## src/rtl/multi_clock_divider.sv

```systemverilog
// Multi-channel programmable clock divider with glitch-free limit updates and a shared sync strobe.
// Optional feature: define MCD_TICK_OUT_EN to add the per-channel tick output.
module multi_clock_divider #(
    parameter int NUM_CH      = 2,
    parameter int COUNT_WIDTH = 24,
    parameter int DEFAULT_MAX = 6000000 - 1,
    localparam int CH_W       = (NUM_CH > 1) ? $clog2(NUM_CH) : 1
) (
    input  logic                   clk,
    input  logic                   rst,
    input  logic [NUM_CH-1:0]      en,
    input  logic                   sync,
    input  logic                   cfg_valid,
    input  logic [CH_W-1:0]        cfg_ch,
    input  logic [COUNT_WIDTH-1:0] cfg_max,
    output logic                   cfg_ready,
    output logic [NUM_CH-1:0]      out
`ifdef MCD_TICK_OUT_EN
    ,
    output logic [NUM_CH-1:0]      tick
`endif
);

    logic [COUNT_WIDTH-1:0] cnt      [NUM_CH];
    logic [COUNT_WIDTH-1:0] lim      [NUM_CH];
    logic [COUNT_WIDTH-1:0] pend_val [NUM_CH];
    logic [NUM_CH-1:0]      pend;
    logic [NUM_CH-1:0]      wrap;
    logic [NUM_CH-1:0]      apply;
    logic [NUM_CH-1:0]      wr;

    // Indices with no channel behind them stay ready so such writes are swallowed.
    always_comb begin
        cfg_ready = 1'b1;
        for (int unsigned i = 0; i < NUM_CH; i++) begin
            if (cfg_ch == CH_W'(i)) cfg_ready = ~pend[i];
        end
    end

    // A write is only accepted while its channel has nothing pending, so wr and apply never overlap.
    always_comb begin
        wrap  = '0;
        apply = '0;
        wr    = '0;
        for (int unsigned i = 0; i < NUM_CH; i++) begin
            wrap[i]  = en[i] && (cnt[i] == lim[i]) && !sync;
            apply[i] = pend[i] && (sync || !en[i] || wrap[i]);
            wr[i]    = cfg_valid && cfg_ready && (cfg_ch == CH_W'(i));
        end
    end

    always_ff @(posedge clk or posedge rst) begin
        if (rst) begin
            out  <= '0;
            pend <= '0;
            for (int unsigned i = 0; i < NUM_CH; i++) begin
                cnt[i]      <= '0;
                lim[i]      <= COUNT_WIDTH'(DEFAULT_MAX);
                pend_val[i] <= '0;
            end
        end else begin
            for (int unsigned i = 0; i < NUM_CH; i++) begin
                if (sync) begin
                    cnt[i] <= '0;
                    out[i] <= 1'b0;
                end else if (wrap[i]) begin
                    cnt[i] <= '0;
                    out[i] <= ~out[i];
                end else if (en[i]) begin
                    cnt[i] <= cnt[i] + COUNT_WIDTH'(1);
                end

                if (apply[i]) begin
                    lim[i]  <= pend_val[i];
                    pend[i] <= 1'b0;
                end else if (wr[i]) begin
                    pend_val[i] <= cfg_max;
                    pend[i]     <= 1'b1;
                end
            end
        end
    end

`ifdef MCD_TICK_OUT_EN
    always_ff @(posedge clk or posedge rst) begin
        if (rst) tick <= '0;
        else     tick <= wrap;
    end
`endif

endmodule
```

## config.mk

```make
export PLATFORM = sky130hd
export DESIGN_NAME = multi_clock_divider
export DESIGN_NICKNAME = d
export VERILOG_FILES = /design/src/rtl/multi_clock_divider.sv
export SDC_FILE = /design/constraint.sdc
export NUM_CORES = 1
export LEC_CHECK = 0
export CORE_MARGIN = 2
export CORE_UTILIZATION = 60
export CTS_CLUSTER_DIAMETER = 50
export CTS_CLUSTER_SIZE = 8
export DETAILED_ROUTE_END_ITERATION = 8
export PLACE_DENSITY = 0.79
export SLEW_MARGIN = 20
export SYNTH_ARGS = -nofsm -noshare
export SYNTH_HDL_FRONTEND = slang
export SYNTH_SLANG_ARGS = --single-unit
export TNS_END_PERCENT = 10
```

## constraint.sdc

```tcl
create_clock -name clk -period 6.35 [get_ports clk]
set_input_delay 1.905 -clock clk [delete_from_list [all_inputs] [get_ports clk]]
set_output_delay 1.905 -clock clk [all_outputs]
set_load 0.03 [all_outputs]
```

### After elaboration in Yosys (flattened, before gate mapping)

Index checks and enable logic that the tools add are counted.

* bits in registers: 148
* input bits: 31

* reductions and logical operators: 24
* $add $sub $neg: 2
* mux-type cells: 15
* equal/unequal tests: 2
* bitwise operators: 7

Operators by type and width (number)
* $mux W24: 6
* $add A24 B1 Y24 const B: 2
* $eq A24 B24 Y1: 2
* $logic_and A1 B1 Y1: 9
* $mux W1: 9
* $reduce_bool A2 Y1: 4
* $not A1 Y1: 7
* $reduce_bool A3 Y1: 2
* $logic_or A1 B1 Y1: 4
* $reduce_and A2 Y1: 2
* $logic_not A1 Y1: 3

### Longest topological paths before layout

* depth after elaboration: 7
* mapped depth: 9
* gate-level depth less buffers: 7

### Least setup slack after synthesis

No wires, ideal clock.

* path kind: input -> output
* start point: in cfg_ch
* end point: out cfg_ready
* path buffers: 0
* path slack: 1.988 ns
* required time: 4.445 ns
* stages: 1
* arrival: 2.457 ns
* path through: mux2i_1

* word-level cells in the longest chain between the ends: 1

RTL lines
* start: declaration: line 14 `input logic [CH_W-1:0] cfg_ch,`
* $mux W1: line 36 `if (cfg_ch == CH_W'(i)) cfg_ready = ~pend[i];`
* end: declaration: line 16 `output logic cfg_ready,`

Every way passes these cells.

### Final worst setup path

Ends and elaborated chain as after synthesis.

==> impl_metrics.toml <==
[route]
top_layer_used = "met4"
wl_met3_um = 636
wirelength_um = 14700
wl_per_cell_um = 19.3
via_count = 4621
ant_nets = 0
firstDrtPassIters = 5
via_per_inst = 6.06
drtIter0Drc = 307
met2_length_um = 7330
wl_met1_um = 6520
drc = 0

[clock_network]
cts_resized = 0
clock-sinks = 148
clkTransAtPathRegs_ns = 0.06
root_buffer = "clkbuf_16"
cts.htree.levels = 4
clockBufferDepth = 2
cts_tree = "built"
post_cts_buffers = 0
cts-buffers-inserted = 17
postCtsHoldBufs = 0
clock_latency_ns = 0.43

[synthesis]
yosysSeqAreaShare = 0.534
synth_edf_count = 0
ys_seq_elements = 148
synth.top_cell.area_share = 0.414
syn_avg_cell_area_um2 = 12.1
synth_area_leaders = "dfrtp_1 41%, mux2_2 12%, dfstp_2 12%, xnor2_1 6.1%, mux2_4 4.3%"
syn_area_um2 = 7000
ys.flop_type = "dfrtp_1"
async_flop_share = 1.00
synth_nets = 610
synth_cell_type_count = 47
yosysMostFrequentCell = "dfrtp_1"
synth.top_cells.by_count = "116 x dfrtp_1, 76 x mux2_2, 49 x xnor2_1"
syn_inst = 577
ys_warn_count = 0
synth.largest_area_cell = "dfrtp_1"

[cells_and_area]
final_util = 0.707
syn_to_final_growth_pct = 15.3
diodes = 0
drive_gt1_frac = 0.292
fin_nets = 640
fillers = 805

[die]
dieArea_um2 = 12600
io_pins = 34
core_area_um2 = 11400
row_count = 39
die_height_um = 112
die_w_um = 112
start_util = 0.613

[power_and_ir_drop]
cellPowerDensity_nw_per_um2 = 355
ir_worst_vdd_uv = 269
power_mw = 2.87
p_leak_nw = 3.34

[timing]
rsz0062_at_grt = "no"
timing.fmax_mhz = 186
whs_ns = 0.501
setup_viol = 0
hold_viol_final = 0
skew_ns = 0.00705
worst_pin_slew_ns = 0.804
fin_crit_ns = 5.38
finalMaxSlewViolations = 0
fin_crit_sh = 0.847
fin_setup_tns_ns = 0
worst_slew_margin_rel = 0.464

[global_route]
grt_start_max_net_pins = 122
grt_pass1_vias = 4759
grt_use_total = 0.257
antenna_found_initial = 0
grt_pass1_wl_um = 25100
grt-ovfl-total = 0

[critical_path]
critPathMaxFanout = 3
worstSetupPathType = "in -> out"
worstPathArrival_ns = 3.48
cp-start-kind = "input port"
required_ns = 4.45
r2r_cells = 6
endpoint_kind = "output port"

[placement]
routabilityCongestion = 0.843
port_buffers = 33
hpwl_um = 9740

[job]
cap_violations = 0

[hold_path]
hold_path.class = "reg -> reg"
hold-path-cell-count = 1

[status]
status = "finished clean"
## kinds of logic after synthesis
| logic type | count (synthesis) | synth area share |
|---|---|---|
| DFF | 148 | 0.534 |
| xor gates and xnor gates | 53 | 0.0663 |
| and+or+nand+nor | 171 | 0.129 |
| adders and majority gates | 2 | 0.00357 |
| buffers and inverters | 32 | 0.0225 |
| AOI/OAI and AO/OA | 68 | 0.0688 |
| muxes | 103 | 0.175 |
## power by group
part           internal, mW  total [mW]  switching (mW)
sequential             1.19        1.34           0.154
clock                 0.668        1.07           0.397
combinational         0.286       0.459           0.173
total                  2.14        2.87           0.724
## flip-flops by register name, summed over array words and instances (netlist names)
| name | flops |
|---|---|
| cnt | 48 |
| lim | 48 |
| out | 2 |
| pend | 2 |
| pend_val | 48 |
## worst max-delay path: stages
cell and delay, ns:
clkdlybuf4s50_1 0.60, mux2i_1 0.26, clkdlybuf4s50_1 0.71
## area by class of cell
type,count,area [µm²],area share
Clock inverter,12,180,0.0223
Sequential cell,148,3740,0.464
Clock buffer,20,447,0.0553
Multi-Input combinational cell,397,3130,0.388
Timing Repair Buffer,38,368,0.0455
Inverter,5,26.3,0.00325
Tap cell,143,179,0.0222
## cell usage in the layout (no fill, tap or decap), types with 11 or more instances in the layout
cell	netlist	final
clkdlybuf4s50_1	0	33
dfstp_2	32	32
nand3_1	41	41
dfrtp_1	116	116
o311ai_0	12	12
mux2_4	20	20
xnor2_1	49	49
and3_1	12	12
clkbuf_16	0	17
a21o_1	12	12
mux2_2	76	76
nor2_1	12	11
nand4_1	18	18
nand2_1	48	48
## metrics by stage
step / instances / setup slack, ns / cell area, µm²
after floorplan: 577 / 0.518 / 7000
after global placement: 731 / 0.965 / 7430
after detailed placement: 731 / 0.943 / 7440
after CTS: 763 / 0.943 / 8060
after global routing: 763 / 0.923 / 8080
final: 763 / 0.969 / 8080
## worst paths after layout
path | from | to | slack (ns)
max | cfg_ch | cfg_ready | 0.97
min | pend_val[22] | lim[22] | 0.50
max reg2reg | lim[4] | lim[12] | 3.85
min reg2reg | pend_val[22] | lim[22] | 0.50
max in group asynchronous | rst | lim[25] | 3.39
min in group asynchronous | rst | lim[37] | 2.03
## routing by layer
| metal | vias to the layer above | global-route usage |
|---|---|---|
| li1 | 2144 | - |
| met1 | 2347 | 0.348 |
| met2 | 110 | 0.415 |
| met3 | 20 | 0.0648 |
| met4 | 0 | 0.0821 |
| met5 | - | 0 |
(Power assumes the default switching activity.)
